File: src/rtl/regfile_mp_sb.sv
// rtl/regfile_mp_sb.sv - multi-port register file with write bypass and busy scoreboard
module regfile_mp_sb #(
    parameter int REG_WIDTH = 32,
    parameter int NUM_REG   = 32,
    parameter int NUM_RD    = 2,
    parameter int NUM_WR    = 2,
    parameter int BYPASS    = 1,
    parameter int ZERO_REG  = 1
) (
    input  logic                                  clk,
    input  logic                                  rst,
    input  logic [NUM_WR-1:0]                     wr_en,
    input  logic [NUM_WR*$clog2(NUM_REG)-1:0]     wr_addr,
    input  logic [NUM_WR*REG_WIDTH-1:0]           wr_data,
    input  logic [NUM_RD*$clog2(NUM_REG)-1:0]     rd_addr,
    output logic [NUM_RD*REG_WIDTH-1:0]           rd_data,
    output logic [NUM_RD-1:0]                     rd_busy,
    input  logic                                  rsv_en,
    input  logic [$clog2(NUM_REG)-1:0]            rsv_addr,
    input  logic                                  flush,
    output logic [$clog2(NUM_REG+1)-1:0]          busy_cnt
);

    localparam int AW = $clog2(NUM_REG);
    localparam int CW = $clog2(NUM_REG+1);

    logic [REG_WIDTH-1:0] regs_q [NUM_REG];
    logic [REG_WIDTH-1:0] regs_d [NUM_REG];
    logic [NUM_REG-1:0]   busy_q, busy_d;
    logic [CW-1:0]        busy_cnt_q, busy_cnt_d;

    logic [AW-1:0]        rd_idx;
    logic [REG_WIDTH-1:0] rd_val;
    logic                 rd_hit;
    logic                 rd_bsy;

    // Ascending port order lets the highest-index write win on address collisions.
    always_comb begin
        regs_d = regs_q;
        busy_d = busy_q;
        for (int i = 0; i < NUM_WR; i++) begin
            if (wr_en[i]) begin
                regs_d[wr_addr[i*AW +: AW]] = wr_data[i*REG_WIDTH +: REG_WIDTH];
                busy_d[wr_addr[i*AW +: AW]] = 1'b0;
            end
        end
        if (rsv_en) begin
            busy_d[rsv_addr] = 1'b1;
        end
        if (flush) begin
            busy_d = '0;
        end
        if (ZERO_REG != 0) begin
            regs_d[0] = '0;
            busy_d[0] = 1'b0;
        end
    end

    always_comb begin
        busy_cnt_d = '0;
        for (int r = 0; r < NUM_REG; r++) begin
            busy_cnt_d = busy_cnt_d + CW'(busy_d[r]);
        end
    end

    always_ff @(posedge clk) begin
        if (!rst) begin
            for (int r = 0; r < NUM_REG; r++) begin
                regs_q[r] <= '0;
            end
            busy_q     <= '0;
            busy_cnt_q <= '0;
        end else begin
            regs_q     <= regs_d;
            busy_q     <= busy_d;
            busy_cnt_q <= busy_cnt_d;
        end
    end

    // A same-cycle reserve to the read register marks a younger producer, so it stays busy.
    always_comb begin
        rd_data = '0;
        rd_busy = '0;
        rd_idx  = '0;
        rd_val  = '0;
        rd_hit  = 1'b0;
        rd_bsy  = 1'b0;
        for (int j = 0; j < NUM_RD; j++) begin
            rd_idx = rd_addr[j*AW +: AW];
            rd_val = regs_q[rd_idx];
            rd_bsy = busy_q[rd_idx];
            rd_hit = 1'b0;
            if (BYPASS != 0) begin
                for (int i = 0; i < NUM_WR; i++) begin
                    if (wr_en[i] && wr_addr[i*AW +: AW] == rd_idx) begin
                        rd_val = wr_data[i*REG_WIDTH +: REG_WIDTH];
                        rd_hit = 1'b1;
                    end
                end
                if (rd_hit && !(rsv_en && rsv_addr == rd_idx)) begin
                    rd_bsy = 1'b0;
                end
            end
            if (ZERO_REG != 0 && rd_idx == '0) begin
                rd_val = '0;
                rd_bsy = 1'b0;
            end
            rd_data[j*REG_WIDTH +: REG_WIDTH] = rd_val;
            rd_busy[j]                        = rd_bsy;
        end
    end

    assign busy_cnt = busy_cnt_q;

endmodule

File: config.mk
export PLATFORM = sky130hd
export DESIGN_NAME = regfile_mp_sb
export DESIGN_NICKNAME = d
export VERILOG_FILES = /design/src/rtl/regfile_mp_sb.sv
export SDC_FILE = /design/constraint.sdc
export NUM_CORES = 2
export LEC_CHECK = 0
export CORE_MARGIN = 8
export CORE_UTILIZATION = 30
export CTS_BUF_LIST = sky130_fd_sc_hd__clkbuf_4 sky130_fd_sc_hd__clkbuf_8 sky130_fd_sc_hd__clkbuf_16
export DETAILED_ROUTE_END_ITERATION = 16
export PLACE_DENSITY = 0.43
export REMOVE_ABC_BUFFERS = 1
export SYNTH_ARGS = -nofsm -noshare
export SYNTH_HDL_FRONTEND = slang
export SYNTH_SLANG_ARGS = --single-unit
File: constraint.sdc
create_clock -name clk -period 16.5 [get_ports clk]
set_input_delay 2.475 -clock clk [delete_from_list [all_inputs] [get_ports clk]]
set_output_delay 2.475 -clock clk [all_outputs]
set_load 0.01 [all_outputs]
After elaboration in Yosys (flattened, before gate mapping)
Index checks and enable logic that the tools add are counted.
{ "totals": {"romBits": 0, "ram_bits": 0, "latch_bits": 0, "inputBits": 95, "memories": 0, "wordCells": 153, "out_inout_bits": 72, "register_bits": 1062} }
{ "op_classes": {"n_lt_le_gt_ge": 14, "n_reduce_logical": 17, "mux": 42, "n_eq_ne": 6, "n_shift": 0, "n_div": 0, "n_addsub": 30, "n_mul": 0, "bitwise": 9} }
{ "ops": {"columns": ["op", "n"], "rows": [
  ["$bwmux W1024", 2],
  ["$mux W1024", 1],
  ["$mux W992", 1],
  ["$mux W32", 16],
  ["$bmux W32 S5", 2],
  ["$demux W32 S5", 2],
  ["$add A6 B1 Y6", 25],
  ["$and A32 B32 Y32", 2],
  ["$not A32 Y32", 2],
  ["$or A32 B32 Y32", 1],
  ["$eq A5 B5 Y1", 6],
  ["$lt A5 B6 Y1 const B", 5],
  ["$ge A6 B6 Y1 const B", 4],
  ["$not A5 Y6", 4],
  ["$demux W1 S5", 3],
  ["$ge A5 B1 Y1 const B", 3],
  ["$logic_and A1 B1 Y1", 13],
  ["$mux W1", 13],
  ["$lt A6 B1 Y1 const B", 2],
  ["$bmux W1 S5", 2],
  ["$logic_not A5 Y1", 2],
  ["$add A5 B1 Y6", 1],
  ["$add A4 B1 Y5", 1],
  ["$add A3 B1 Y4", 1],
  ["other kinds (3)", 4]
]} }

Longest topological paths before layout
{ "logic_depth": {"word_depth": 42, "mapped_depth": 25, "mapped_depth_nobuf": 21} }

Worst setup path before layout
Ideal clock, no wire load.
{ "synth_path": {"kind": "in2reg", "start": "in wr_addr[0]", "end": "reg busy_cnt_q[4] (netlist: busy_cnt[4])", "setup_ns": 0.128, "stages": 24, "t_required_ns": 16.372, "slack_ns": 8.403, "arrival_time_ns": 7.969, "n_path_buf": 4, "cell_sequence": "buf_2 > nor3b_1 > buf_2 > nand2_1 > buf_2 > buf_2 > a32oi_1 > nor2_1 > fa_1 > inv_1 > fa_1 > inv_1 > fa_1 > inv_1 > fa_1 > fa_1 > fa_1 > fa_1 > inv_1 > fa_1 > a21o_1 > a21oi_1 > xor2_1 > nor2_1"} }
{ "synth_between": {"elab_cells_between_ends": 43, "cone_classes": "add/sub (30); order compare (2); mux (6); bitwise (4); reduce/logical (1)"} }
{ "synth_lines": {"columns": ["item", "line", "source"], "rows": [
  ["from (decl)", "13", "input logic [NUM_WR*$clog2(NUM_REG)-1:0] wr_addr,"],
  ["$lt A5 B6 Y1 (not written as such) or $ge A5 B1 Y1 (tied branches)", "44", "busy_d[wr_addr[i*AW +: AW]] = 1'b0;"],
  ["$logic_and A1 B1 Y1 (not written as such)", "44", null],
  ["$mux W1 (not written as such)", "44", null],
  ["$demux W1 S5 *", "44", null],
  ["$not A32 Y32 (no line) *", null, null],
  ["$and A32 B32 Y32 (no line) *", null, null],
  ["$mux W32 *", "42", "if (wr_en[i]) begin"],
  ["$and A32 B32 Y32 (no line)", null, null],
  ["$mux W32 *", "42", null],
  ["$or A32 B32 Y32 (no line)", null, null],
  ["$mux W32 *", "47", "if (rsv_en) begin"],
  ["$mux W32 *", "50", "if (flush) begin"],
  ["net busy_d[24]", "29", "logic [NUM_REG-1:0] busy_q, busy_d;"],
  ["$add A6 B1 Y6 * (8 in a row)", "62", "busy_cnt_d = busy_cnt_d + CW'(busy_d[r]);"],
  ["to (signal assigned)", "76", "busy_cnt_q <= busy_cnt_d;"],
  ["to (decl)", "30", "logic [CW-1:0] busy_cnt_q, busy_cnt_d;"]
]} }
The timed path passes the listed nets; every way through them passes the cells marked *.
A chain may end at the register's enable or synchronous reset.

Worst setup path after layout
{ "layout_path": {"start": "in rd_addr[0]", "end": "out rd_data[9]"} }
{ "layout_between": {"elab_chain_cells": 7, "elab_cells_between_ends": 12, "cone_classes": "eq/ne (2); mux (6); bitwise (1); reduce/logical (3)"} }
{ "layout_rtl": {"columns": ["item", "line", "source"], "rows": [
  ["from (decl)", "15", "input logic [NUM_RD*$clog2(NUM_REG)-1:0] rd_addr,"],
  ["$not A5 Y6 (not written as such)", "90", "rd_val = regs_q[rd_idx];"],
  ["$bmux W32 S5", "90", null],
  ["$mux W32 (not written as such) (2 in a row)", "90", null],
  ["$mux W32 (2 in a row)", "95", "if (wr_en[i] && wr_addr[i*AW +: AW] == rd_idx) begin"],
  ["$mux W32 *", "104", "if (ZERO_REG != 0 && rd_idx == '0) begin"],
  ["to (decl)", "16", "output logic [NUM_RD*REG_WIDTH-1:0] rd_data,"]
]} }
Every way passes the cells marked *; elsewhere a longest branch is shown, timed or not. The select of a mux whose other input is x is not followed.

==> run summary <==
status: finished clean
Hold Startpoint: regs_q[412]
total wire length: 354 mm
flops & latches, synth: 1029
CP Depth: 10
CTS H-tree lvls: 4
family with the most delay on the worst path: buffers and inverters
most common cell after layout, fill and taps aside: dfxtp_1
Die ar.: 237000 sq um
DR pass1 iterations: 6
Via density: 6.58
initial antenna violation count: 8
Clk Latency, worst-skew pair: 0.79 ns
Post-Syn Area per Cell: 9.04 sq um
Die Span X: 487 microns
FF-to-FF path depth: 17
Crit-path slowest cell: clkdlybuf4s50_1
fin. max-slew vios: 0
GRT Util Overall: 28.3%
CP bufs+invs: 5
crit-path max FO: 50
crit path launch: rd_addr[0]
Initial Util: 30.0%
layout overhead on the synthesized area: 10.7%
# fillers: 22600
CTS Buf Count: 133
WP data required: 14.03 ns
Final GP Congestion: 0.879
Die H: 487 microns
Post-DP HPWL: 192 mm
final hold slack: 0.497 ns
power per cell area: 89.0 nW/um^2
number of synthesized flops with an enable pin: 0
max-cap violations: 0
largest net degree at the start of global routing: 197
via count: 64700
postcts setup bufs: 0
synth warn: 0
final instance area: 73600 sq um
non-filler cells, final: 9837
clk root buf: clkbuf_16
placement row count: 173
post-cts hold buffer count: 0
Syn Inst Count: 7360
hold path endpoint: regs_q[412]
Placement Setup Slack: 5.82 ns
DP Area: 69200 sq um
gr ovfl total: 0
initial detailed-routing violation count: 7868
reg2reg end: busy_cnt[4]
Clock Sinks: 1029
Worst EP arrival: 7.57 ns
Hold Path Depth: 2
vias in the first global route: 61800
Netlist Area Pre-Place: 66500 sq um
worst-path cell chain: buf_8 -> buf_4 -> buf_4 -> xor2_1 -> nor4_1 -> nand3_4 -> buf_4 -> mux2i_1 -> o32ai_1 -> clkdlybuf4s50_1
Nets: 6883
commonest cells after routing, fill and taps aside: dfxtp_1, nor2_1, nand2_1
layout cell share with drive strength beyond 1: 16.6%
Tightest Pin Transition: 1.37 ns
Reg2Reg Setup Slack: 11.15 ns
Tot Pwr: 6.55 mW
Slowest Stage Delay on Critical Path: 0.72 ns
Hold Vio Cnt, Final: 0
fmax: 99.6 MHz
Cells after DPL: 9598
Tcrit/Tclk final: 60.9%
Worst setup SP type: primary input
post-route antenna net violation count: 0
WS Path Type: in -> out
Reg clk slew, reported paths: 0.06 ns
Hold/Removal Path Class: reg -> reg
Leakage Power: 28.2 nW
Top FF cell, synth: dfxtp_1
total negative setup slack: 0 ns
count of final setup violators: 0
TritonCTS clock tree: done
IO buf count: 166
maximum vdd ir drop: 108 uV
clk buf depth: 3
RSZ-0062 raised after global routing: no
min Tclk post-route: 10.04 ns
setup slack after layout: 6.46 ns
fin util: 33.2%
skew final: 0.00184 ns
global-route wire length before repair: 490 mm
most common cell type on the critical path: buf_4
Core Box Area: 221000 sq um
max_slew headroom: 8.71%
sequential-to-total area share from yosys stat: 31.0%
asr flop ratio synth: 0%
Reg2Reg Launch Point: busy_q[16]
count of cell types in the netlist: 67
Ports: 167
Residual DRC: 0
Setup crit end kind: output port
cts repair resizes: 0
average wire per cell in the routed design: 36.0 microns
[worst register-to-register path: stages, from the launching register on]
cell and delay [ns]:
dfxtp_1 0.38, a32oi_1 0.11, or2_2 0.35, fa_1 0.51, inv_1 0.05, fa_1 0.48
inv_1 0.06, fa_1 0.47, fa_1 0.55, fa_1 0.44, fa_1 0.51, fa_1 0.16
inv_1 0.07, fa_1 0.47, a21o_1 0.18, a21oi_1 0.18, xor2_1 0.19, nor2_1 0.06
[power breakdown]
group / switching [mW] / internal (mW) / leakage, nW
combinational: 0.642 / 0.283 / 17.6
clock: 1.30 / 1.75 / 2.23
sequential: 0.0394 / 2.53 / 8.32
[cells by family after synthesis]
kind of cell,share of synthesized area (%)
buf+inv,7.86
xor+xnor,0.435
mux,21.4
flops,31.0
fa+ha+maj,0.824
simple gates,14.1
compound gates,24.4
[registers in the layout (all words and copies together), names as in the netlist]
register	flops
busy_cnt	6
busy_q	31
regs_q	992
[area by class of cell]
class,instances,area (sq um),area share [%]
multi-input cells,5156,41200,56.0
flip-flops and latches,1029,20600,28.0
clock buffers,197,3980,5.41
well taps,2975,3720,5.06
repair buffers,377,3380,4.59
clock inverters,37,443,0.602
inverters,61,236,0.321
diodes,5,12.5,0.0170
[worst max-delay path by stage]
stage / slack (ns) / to
2_1_floorplan: -0.08 / busy_cnt[4]
3_3_place_gp: 5.77 / busy_cnt[4]
3_5_place_dp: 5.82 / busy_cnt[4]
4_1_cts: 6.49 / rd_data[9]
5_1_grt: 6.39 / busy_cnt[4]
6_report: 6.46 / rd_data[9]
[cells in the mapped netlist, drive strengths merged, types with 26 or more instances]
cell	n	area, sq um
a211oi	239	1800
buf	381	2230
a311oi	481	4210
o211a	296	2960
clkbuf	733	2770
a22oi	32	240
o21ai	256	1280
o311ai	257	2250
a32oi	26	228
o32ai	64	628
nand3	487	2440
o22ai	144	901
nor3	118	596
mux4	385	8700
nor2b	36	233
mux2	171	1930
a221oi	54	473
o221ai	31	272
nor2	766	2880
dfxtp	1029	20600
o211ai	46	345
mux2i	363	3630
or2	46	288
inv	61	229
nand2	647	2430
[metal layers]
layer | GRT usage, % | vias up | share of wire [%]
li1 | - | 27100 | -
met3 | 6.17 | 938 | 9.0
met2 | 45.1 | 3671 | 45
met4 | 14.7 | 6 | 6.0
met5 | 0.241 | - | 0.029
met1 | 36.0 | 33000 | 40
Note: power is estimated with default switching activity, not from simulation.
